**src/rtl/branch_resolve_queue_pkg.sv**
```systemverilog
// Shared branch-predictor types: the in-flight prediction record and instruction size.
package branch_resolve_queue_pkg;

    localparam int unsigned BR_INSTR_BYTES = 4;

    typedef struct packed {
        logic [31:0] pc;
        logic        pred_taken;
        logic [31:0] pred_target;
    } bq_entry_t;

endpackage

```
**src/rtl/bq_fifo_mem.sv**
```systemverilog
// DEPTH-entry prediction store: one synchronous write port, combinational read of the head.
module bq_fifo_mem
    import branch_resolve_queue_pkg::*;
#(
    parameter  int DEPTH = 8,
    localparam int PTR_W = $clog2(DEPTH)
) (
    input  logic             clk,
    input  logic             i_we,
    input  logic [PTR_W-1:0] i_waddr,
    input  bq_entry_t        i_wdata,
    input  logic [PTR_W-1:0] i_raddr,
    output bq_entry_t        o_rdata
);

    bq_entry_t r_mem [DEPTH];

    // NOTE: the array is deliberately not reset; an entry is only read after
    // count says it was written, so its power-up contents never matter.
    always_ff @(posedge clk) begin
        if (i_we) begin
            r_mem[i_waddr] <= i_wdata;
        end
    end

    assign o_rdata = r_mem[i_raddr];

endmodule

```
**src/rtl/branch_resolve_queue.sv**
```systemverilog
// In-order queue of in-flight branch predictions; checks the oldest against the
// resolved outcome and emits predictor update, mispredict and fetch redirect pulses.
module branch_resolve_queue
    import branch_resolve_queue_pkg::*;
#(
    parameter  int DEPTH = 8,
    localparam int PTR_W = $clog2(DEPTH)
) (
    input  logic             clk,
    input  logic             rst,
    input  logic             enq_valid,
    input  logic [31:0]      enq_pc,
    input  logic             enq_pred_taken,
    input  logic [31:0]      enq_pred_target,
    output logic             enq_ready,
    input  logic             res_valid,
    input  logic [31:0]      res_pc,
    input  logic             res_br_en,
    input  logic [31:0]      res_target,
    output logic             pred_update,
    output logic             upd_br_en,
    output logic [31:0]      upd_pc,
    output logic             mis_predict,
    output logic             redirect_valid,
    output logic [31:0]      redirect_pc,
    output logic [PTR_W:0]   count,
    output logic             proto_err
);

    localparam int CNT_W = PTR_W + 1;

    logic [PTR_W-1:0] r_wr_ptr, r_rd_ptr;
    logic [CNT_W-1:0] r_count;
    logic             r_pred_update, r_upd_br_en, r_mis_predict, r_redirect_valid, r_proto_err;
    logic [31:0]      r_upd_pc, r_redirect_pc;

    logic [PTR_W-1:0] w_wr_ptr_nxt, w_rd_ptr_nxt;
    logic [CNT_W-1:0] w_count_nxt;
    logic             w_enq_fire, w_res_fire, w_mispredict, w_proto_hit, w_mem_we;
    logic [31:0]      w_redirect_pc;
    bq_entry_t        w_head, w_enq_entry;

    assign w_enq_fire  = enq_valid && enq_ready;
    assign w_res_fire  = res_valid && (r_count != '0);
    assign w_enq_entry = '{pc: enq_pc, pred_taken: enq_pred_taken, pred_target: enq_pred_target};
    // A mispredict flushes everything younger, including a same-cycle enqueue.
    assign w_mem_we    = w_enq_fire && !w_mispredict;

    bq_fifo_mem #(.DEPTH(DEPTH)) u_mem (
        .clk     (clk),
        .i_we    (w_mem_we),
        .i_waddr (r_wr_ptr),
        .i_wdata (w_enq_entry),
        .i_raddr (r_rd_ptr),
        .o_rdata (w_head)
    );

    assign w_mispredict = w_res_fire &&
                          ((w_head.pred_taken != res_br_en) ||
                           (res_br_en && (w_head.pred_target != res_target)));
    assign w_proto_hit  = res_valid && ((r_count == '0) || (res_pc != w_head.pc));
    assign w_redirect_pc = res_br_en ? res_target : res_pc + 32'(BR_INSTR_BYTES);

    // NOTE: next-state logic is pure combinational; every output gets a default
    // before any branch so no path leaves a value unassigned (no latches).
    always_comb begin
        w_wr_ptr_nxt = r_wr_ptr;
        w_rd_ptr_nxt = r_rd_ptr;
        w_count_nxt  = r_count;
        if (w_mispredict) begin
            w_wr_ptr_nxt = '0;
            w_rd_ptr_nxt = '0;
            w_count_nxt  = '0;
        end else begin
            if (w_enq_fire) w_wr_ptr_nxt = r_wr_ptr + PTR_W'(1);
            if (w_res_fire) w_rd_ptr_nxt = r_rd_ptr + PTR_W'(1);
            w_count_nxt = r_count + CNT_W'(w_enq_fire) - CNT_W'(w_res_fire);
        end
    end

    // NOTE: all state uses non-blocking assignments so every register samples
    // pre-edge values, independent of statement order.
    always_ff @(posedge clk or negedge rst) begin
        if (!rst) begin
            r_wr_ptr         <= '0;
            r_rd_ptr         <= '0;
            r_count          <= '0;
            r_pred_update    <= 1'b0;
            r_upd_br_en      <= 1'b0;
            r_upd_pc         <= '0;
            r_mis_predict    <= 1'b0;
            r_redirect_valid <= 1'b0;
            r_redirect_pc    <= '0;
            r_proto_err      <= 1'b0;
        end else begin
            r_wr_ptr         <= w_wr_ptr_nxt;
            r_rd_ptr         <= w_rd_ptr_nxt;
            r_count          <= w_count_nxt;
            r_pred_update    <= w_res_fire;
            r_mis_predict    <= w_mispredict;
            r_redirect_valid <= w_mispredict;
            if (w_res_fire) begin
                r_upd_br_en <= res_br_en;
                r_upd_pc    <= res_pc;
            end
            if (w_mispredict) r_redirect_pc <= w_redirect_pc;
            if (w_proto_hit)  r_proto_err   <= 1'b1;
        end
    end

    assign enq_ready      = (r_count != CNT_W'(DEPTH));
    assign count          = r_count;
    assign pred_update    = r_pred_update;
    assign upd_br_en      = r_upd_br_en;
    assign upd_pc         = r_upd_pc;
    assign mis_predict    = r_mis_predict;
    assign redirect_valid = r_redirect_valid;
    assign redirect_pc    = r_redirect_pc;
    assign proto_err      = r_proto_err;

endmodule

```
**config.mk**
```make
export PLATFORM = sky130hd
export DESIGN_NAME = branch_resolve_queue
export DESIGN_NICKNAME = d
export VERILOG_FILES = /design/src/rtl/branch_resolve_queue_pkg.sv /design/src/rtl/bq_fifo_mem.sv /design/src/rtl/branch_resolve_queue.sv
export SDC_FILE = /design/constraint.sdc
export NUM_CORES = 1
export LEC_CHECK = 0
export CORE_AREA = 4 4 269 271
export DETAILED_ROUTE_END_ITERATION = 7
export DIE_AREA = 0 0 273 275
export PLACE_DENSITY = 0.62
export RECOVER_POWER = 50
export SLEW_MARGIN = 25
export SYNTH_ARGS = -nofsm -noshare
export SYNTH_HDL_FRONTEND = slang
export SYNTH_SLANG_ARGS = --single-unit
```
**constraint.sdc**
```tcl
create_clock -name clk -period 7.3 [get_ports clk]
set_input_delay 1.46 -clock clk [delete_from_list [all_inputs] [get_ports clk]]
set_output_delay 1.46 -clock clk [all_outputs]
set_load 0.03 [all_outputs]
```
### Word-level counts from Yosys, hierarchy flattened

Memories as Yosys holds them, arrays and structs flattened.
Cells that the tools add are included.

| word-level totals | value |
|---|---|
| bits in registers | 78 |
| memory bits (writable) | 520 |
| input bits | 134 |
| output and inout port bits | 74 |
| logic and storage cells | 40 |
| memories kept | 1 |

| cells by class | value |
|---|---|
| add/sub/neg operators | 5 |
| eq/ne operators | 4 |
| mux-type cells | 8 |
| reduce and logical (&&, ||, !) cells | 13 |

Memories:

| name | words | bits a word | rd ports | clocked after Yosys merged registers in | wr ports | line | RTL |
|---|---|---|---|---|---|---|---|
| u_mem.r_mem | 8 | 65 | 1 | 0 | 1 | bq_fifo_mem.sv:16 | `bq_entry_t r_mem [DEPTH];` |

Operators by type and width:

| cell | count |
|---|---|
| $ne A32 B32 Y1 | 2 |
| $add A32 B3 Y32 const B | 1 |
| $mux W32 | 1 |
| $mux W3 | 4 |
| $add A3 B1 Y3 const B | 2 |
| $logic_and A1 B1 Y1 | 6 |
| $add A4 B1 Y4 | 1 |
| $logic_not A4 Y1 | 1 |
| $mux W4 | 1 |
| $ne A4 B4 Y1 const B | 1 |
| $reduce_bool A2 Y1 | 2 |
| $reduce_bool A4 Y1 | 1 |
| $sub A4 B1 Y4 | 1 |
| $logic_or A1 B1 Y1 | 2 |
| $mux W1 | 2 |
| $logic_not A1 Y1 | 1 |
| $ne A1 B1 Y1 | 1 |

### Logic depth before layout (Yosys ltp)

An unclocked memory read counts as a cell.

| depth | value |
|---|---|
| depth in word-level cells | 9 |
| gate-level depth with buffers | 14 |
| gate-level depth less buffers | 12 |

### Modules after synthesis

A second synthesis with hierarchy kept.

| unflattened totals | value |
|---|---|
| cells, all modules | 1220 |
| area, all modules | 24362.1 sq um |

By module, submodules not included:

| module | times used | cells an instance | area each (sq um) | sequential area each (sq um) |
|---|---|---|---|---|
| bq_fifo_mem | 1 | 764 | 19556.3 | 15615.0 |
| branch_resolve_queue | 1 | 456 | 4805.9 | 1951.9 |

### Worst setup path before layout

Ideal clock, no wire load.

| timing path | value |
|---|---|
| path type | in2reg |
| start | input port res_target[3] |
| end | memory u_mem.r_mem[1][0] (netlist bit), enable pin |
| arrival | 7.187 ns |
| required time | 6.732 ns |
| slack | -0.454 ns |
| stages on the path | 6 |
| path buffers | 1 |
| cells stage by stage | xnor2_1 > or4_1 > nor4_2 > a21oi_2 > buf_2 > nor3_1 |

| on the way | value |
|---|---|
| longest elaborated chain between the ends | 8 |

Ends and longest elaborated chain:

| item | line | RTL |
|---|---|---|
| start: declaration | branch_resolve_queue.sv:19 | `input logic [31:0] res_target,` |
| $ne A32 B32 Y1 | branch_resolve_queue.sv:60 | `(res_br_en && (w_head.pred_target != res_target)));` |
| $logic_and A1 B1 Y1 | branch_resolve_queue.sv:60 |  |
| $logic_or A1 B1 Y1 | branch_resolve_queue.sv:59 | `((w_head.pred_taken != res_br_en) \|\|` |
| $logic_and A1 B1 Y1 | branch_resolve_queue.sv:58 | `assign w_mispredict = w_res_fire &&` |
| net w_mispredict | branch_resolve_queue.sv:39 | `logic w_enq_fire, w_res_fire, w_mispredict, w_proto_hit, w_mem_we;` |
| $logic_not A1 Y1 | branch_resolve_queue.sv:47 | `assign w_mem_we = w_enq_fire && !w_mispredict;` |
| $logic_and A1 B1 Y1 | branch_resolve_queue.sv:47 |  |
| $mux W1 | bq_fifo_mem.sv:21 | `if (i_we) begin` |
| $mux W1 (implied by the code) | bq_fifo_mem.sv:22 | `r_mem[i_waddr] <= i_wdata;` |
| end: declaration | bq_fifo_mem.sv:16 |  |

The timed path passes the listed nets, and every way through them passes these cells.

### Worst setup path in the final report

| timing path | value |
|---|---|
| start | register r_rd_ptr[1] |
| end | memory u_mem.r_mem[3][34] (netlist bit), enable pin |

| on the way | value |
|---|---|
| longest elaborated chain between the ends | 9 |

Ends and longest elaborated chain:

| item | line | RTL |
|---|---|---|
| start: declaration | branch_resolve_queue.sv:32 | `logic [PTR_W-1:0] r_wr_ptr, r_rd_ptr;` |
| start signal: assignment | branch_resolve_queue.sv:97 | `r_rd_ptr <= w_rd_ptr_nxt;` |
| $mem_v2 Z8 W65 * | n/a |  |
| $ne A32 B32 Y1 | branch_resolve_queue.sv:60 |  |
| $logic_and A1 B1 Y1 | branch_resolve_queue.sv:60 |  |
| $logic_or A1 B1 Y1 * | branch_resolve_queue.sv:59 |  |
| $logic_and A1 B1 Y1 * | branch_resolve_queue.sv:58 |  |
| $logic_not A1 Y1 * | branch_resolve_queue.sv:47 |  |
| $logic_and A1 B1 Y1 * | branch_resolve_queue.sv:47 |  |
| $mux W1 * | bq_fifo_mem.sv:21 |  |
| $mux W1 (implied by the code) * | bq_fifo_mem.sv:22 |  |

Every way passes the cells marked *; elsewhere a longest branch is shown, timed or not.

==> flow_results.org <==
** Setup path
- The critical path is of the flop to flop type.
- In this run the worst path has a maximum fanout of 65.
- The startpoint identified for the worst register-to-register timing path is r_rd_ptr[1]$_DFFE_PN0P_.
- In this run the critical register-to-register path is captured at u_mem.r_mem[3][34]$_DFFE_PP_.
- The worst register-to-register path has a setup slack of 2.19 ns.
- The worst setup path is captured at a flop.
- For the worst flop-to-flop path, the logic depth is 9.
- At the worst endpoint, the arrival time is 5.35 ns.
- At the worst endpoint, the required time is 7.54 ns.
- STA classifies the critical path startpoint as a flop.

** Global route
- Vias in the first global route :: 13000
- Global-route wire length before repair :: 91700 um
- The initial antenna violation count was 26.
- GRT Total Usage :: 0.167
- Pin count of the biggest net entering global routing :: 66
- Summed over all layers, the global routing overflow is 0.

** Die
- Initial core utilization :: 0.349
- In this run the horizontal extent of the chip is 273 um.
- Overall die height :: 275 um
- Die ar. :: 75100 um2
- Number of placement rows :: 97
- The core region is 69800 um2.
- In this run the count of I/O pins placed on the die edge is 208.

** CTS
- For the worst-skew pair, the clock arrives at the later sink with an insertion delay of 0.62 ns.
- CTS tree :: built
- TritonCTS Sinks :: 598
- Clock tree synthesis inserted a total of 61 buffers.
- Max clock buf depth :: 3
- In this run, post-CTS repair resized a total of 0 instances.
- CTS Root Buffer Type :: sky130_fd_sc_hd__clkbuf_16
- After clock tree synthesis, the clock-pin slew on the worst setup and hold paths is 0.06 ns.
- In this run, post-CTS hold repair placed 0 buffers.
- Total number of H-tree levels :: 2
- In this run the post-CTS setup repair buffer count came out at 0.

** STA
- Smallest hold slack :: 0.479 ns
- The count of pins over their slew limit is 39.
- RSZ-0062 raised after global routing :: no
- Tightest slew margin relative to the limit :: -0.554
- Setup violations remaining at the end of the flow were counted as 0.
- For the final routed database, the setup TNS stands at 0 ns.
- Across the routed clock network, the largest skew measured is 0.0194 ns.
- In the post-route analysis, the smallest setup slack over all paths is 2.19 ns.
- The worst path needs 5.11 ns of the cycle, external delays included.
- For the pin with the worst max-slew slack, the measured transition is 2.33 ns.
- The number of hold violations in the final report was 0.
- Post-route clock period utilization :: 0.701
- Timing would allow up to 196 MHz.

** Route
- After detailed routing, the number of remaining DRC violations is 0.
- For this run, the detailed router's first-pass iteration total came to 5.
- The routed layout has 12700 vias.
- Average wire length per cell after detail routing :: 25.0 um
- For this block, the initial DRC count from the detailed router was 1122.
- Antenna violation net count after detailed routing :: 0
- Dividing the detail-routed via count by the number of cells gives 5.02.
- Total wirelength of the detailed-routed design :: 63400 um

** Yosys
- Ranked by total cell area, the synthesized netlist is headed by sky130_fd_sc_hd__edfxtp_1 (64%), sky130_fd_sc_hd__mux4_2 (11%), sky130_fd_sc_hd__dfrtp_1 (8.0%).
- In the synthesized netlist the dominant register cell turns out to be sky130_fd_sc_hd__edfxtp_1.
- Of the total synthesized cell area, the portion taken by XOR and XNOR cells is 0.0345.
- The biggest area contributor in the post-synthesis netlist is sky130_fd_sc_hd__edfxtp_1.
- Share of async-settable or async-resettable flops after synthesis :: 0.130
- Dominant combinational cell family by area after synthesis :: multiplexers
- In the synthesized netlist, the number of instances is 1303.
- Leading post-synthesis cells by instance count :: sky130_fd_sc_hd__edfxtp_1 (520), sky130_fd_sc_hd__nand2_1 (153), sky130_fd_sc_hd__mux4_2 (114)
- Number of synthesized flops with an enable pin :: 520
- Post-synthesis average cell area :: 18.7 um2
- Of the total synthesized cell area, the portion taken by AND, OR, NAND and NOR gates is 0.0459.
- sky130_fd_sc_hd__edfxtp_1 is the most common cell in the netlist.
- The synthesized netlist contains 41 unique library cells.
- The share of the synthesized area in compound gates (AO/OA/AOI/OAI) is 0.0133.
- Post-synthesis instance area :: 24400 um2
- Flop and latch count out of synthesis :: 598
- Of the post-synthesis cell area, the dominant cell type holds 0.641.
- During synthesis, Yosys emitted a total of 0 warnings.
- Post-synthesis net count :: 1447
- For this run, the register share of the synthesized area comes to 0.721.
- Multiplexer fraction of the synthesized cell area :: 0.164
- Of the total synthesized cell area, the portion taken by full adders, half adders and majority gates is 0.00545.

** Power and ir drop
- Sequential fraction of design power :: 0.406
- Of the total power, the share spent switching nets is 0.308.
- Across the VDD grid, the largest voltage drop is 0.180 mV.
- Internal :: 7.75 mW
- Sum of internal, switching and leakage power :: 11.2 mW
- Cell leakage power :: 9.79 nW
- Sw power :: 3.45 mW
- The share of total power dissipated in combinational logic is 0.305.
- PD cells :: 377 nW/um2
- Of the total power, the clock network draws 0.289.

** Placement
- # port buffers :: 207
- Placed Instances :: 2408
- Routability cong. :: 0.775
- The HPWL after detailed placement is 41000 um.
- Before CTS, the worst setup slack after placement is 2.18 ns.

** Worst hold path
- In this run the most critical hold path is launched from upd_pc[30]$_DFFE_PN0P_.
- End of the worst hold path :: upd_pc[30]$_DFFE_PN0P_
- The tightest min-delay check is of the flop to flop type.
- Hold Path Stages :: 2

** Layout
- The area growth from synthesis to layout is 21.9%.
- Total number of nets in the final design :: 1675
- Of the cells placed in the final design, the portion with a size suffix greater than 1 is 0.185.
- Leaving out filler cells and counting taps, the final layout contains 2534.

** Run status
- The final reports fail on capacitance limit, slew limit.
- The flow ran to the end, but the final reports show violations.

** Flow run
- Across the run, the number of max-cap violations was 1.
-- sequential cells by signal, indices dropped and copies added (netlist names) --
name	flops
u_mem.r_mem	520
redirect_pc	32
upd_pc	32
count	4
r_rd_ptr	3
r_wr_ptr	3
pred_update	1
proto_err	1
redirect_valid	1
upd_br_en	1
-- through the flow --
step,util,area (um2)
final,0.425,29700
after global routing,0.425,29700
after CTS,0.425,29700
after detailed placement,0.395,27600
after global placement,0.395,27600
after floorplan,-,24400
-- critical path: stages, from the launching register on --
cell	delay (ns)
sky130_fd_sc_hd__dfrtp_4	0.95
sky130_fd_sc_hd__buf_4	0.63
sky130_fd_sc_hd__mux4_2	0.39
sky130_fd_sc_hd__mux2i_1	0.28
sky130_fd_sc_hd__xor2_1	0.19
sky130_fd_sc_hd__nand4_1	0.14
sky130_fd_sc_hd__nor3_1	0.66
sky130_fd_sc_hd__a21oi_4	0.34
sky130_fd_sc_hd__nor4b_4	0.38
sky130_fd_sc_hd__buf_6	0.64
-- placed cells by master (no fill, tap or decap), types with 3 or more instances in the layout --
master / count
sky130_fd_sc_hd__nand3_1: 17
sky130_fd_sc_hd__o21ai_0: 31
sky130_fd_sc_hd__and4_1: 4
sky130_fd_sc_hd__bufinv_16: 8
sky130_fd_sc_hd__nor3_1: 3
sky130_fd_sc_hd__clkbuf_1: 17
sky130_fd_sc_hd__clkdlybuf4s50_1: 136
sky130_fd_sc_hd__nand2_1: 153
sky130_fd_sc_hd__nor2_1: 13
sky130_fd_sc_hd__ha_1: 9
sky130_fd_sc_hd__mux4_2: 114
sky130_fd_sc_hd__nand4_1: 16
sky130_fd_sc_hd__xor2_1: 55
sky130_fd_sc_hd__nor4_1: 6
sky130_fd_sc_hd__clkinvlp_4: 3
sky130_fd_sc_hd__clkbuf_8: 8
sky130_fd_sc_hd__clkbuf_16: 63
sky130_fd_sc_hd__edfxtp_1: 520
sky130_fd_sc_hd__mux2_2: 18
sky130_fd_sc_hd__xnor2_1: 41
sky130_fd_sc_hd__dfrtp_1: 75
sky130_fd_sc_hd__dlygate4sd3_1: 69
sky130_fd_sc_hd__nand2b_1: 5
sky130_fd_sc_hd__clkinv_1: 5
sky130_fd_sc_hd__nor4b_4: 4
sky130_fd_sc_hd__clkinv_2: 11
sky130_fd_sc_hd__a221oi_1: 6
sky130_fd_sc_hd__inv_1: 6
sky130_fd_sc_hd__and3_1: 5
sky130_fd_sc_hd__nor4_4: 3
sky130_fd_sc_hd__mux2i_1: 76
sky130_fd_sc_hd__mux2_4: 31
sky130_fd_sc_hd__diode_2: 10
sky130_fd_sc_hd__buf_4: 13
sky130_fd_sc_hd__o22ai_1: 6
sky130_fd_sc_hd__buf_12: 5
sky130_fd_sc_hd__nor2b_1: 5
sky130_fd_sc_hd__dfrtp_4: 3
-- per-layer routing --
metal	track usage	vias to the layer above	wire (um)	share of wire
li1	-	5585	-	-
met1	0.225	6606	26300	0.41
met2	0.270	414	30700	0.49
met3	0.0434	97	4920	0.078
met4	0.0451	14	1350	0.021
met5	0	-	86	0.0014
-- cell families (layout without fill, tap and decap cells) --
family / count (synthesis) / after routing
DFF: 598 / 598
xor gates and xnor gates: 96 / 96
adders and majority gates: 10 / 10
other: 0 / 10
muxes: 239 / 239
AOI/OAI and AO/OA: 53 / 53
buffers and inverters: 69 / 350
and+or+nand+nor: 238 / 238
-- cell type report --
type	instances	area (um2)
fill	6137	40100
inverter	6	22.5
clock buffer	86	1740
sequential	598	17600
clock inverter	30	363
antenna	10	25.0
tap	940	1180
timing repair buffer	228	2280
multi-input combinational	636	6490
-- power groups by stage --
stage	Combinational, mW	Clock (mW)	Sequential [mW]
after floorplan	2.10	0	4.83
after global placement	3.44	0	4.61
after detailed placement	3.47	0	4.63
after CTS	3.48	3.30	4.57
after global routing	3.66	3.44	4.61
final	3.41	3.24	4.55
-- worst max-delay path by stage --
| stage | endpoint | slack (ns) | depth (start not counted) | from |
|---|---|---|---|---|
| 6_report | u_mem.r_mem[3][34]$_DFFE_PP_ | 2.19 | 9 | r_rd_ptr[1]$_DFFE_PN0P_ |
| 5_1_grt | u_mem.r_mem[3][43]$_DFFE_PP_ | 1.94 | 9 | r_rd_ptr[0]$_DFFE_PN0P_ |
| 3_3_place_gp | u_mem.r_mem[3][36]$_DFFE_PP_ | 2.03 | 9 | r_rd_ptr[1]$_DFFE_PN0P_ |
| 3_5_place_dp | u_mem.r_mem[3][55]$_DFFE_PP_ | 2.18 | 9 | r_rd_ptr[1]$_DFFE_PN0P_ |
| 2_1_floorplan | u_mem.r_mem[3][0]$_DFFE_PP_ | 0.44 | 6 | res_target[3] |
| 4_1_cts | u_mem.r_mem[3][14]$_DFFE_PP_ | 2.17 | 9 | r_rd_ptr[1]$_DFFE_PN0P_ |
Power figures use the tool's default switching activity.
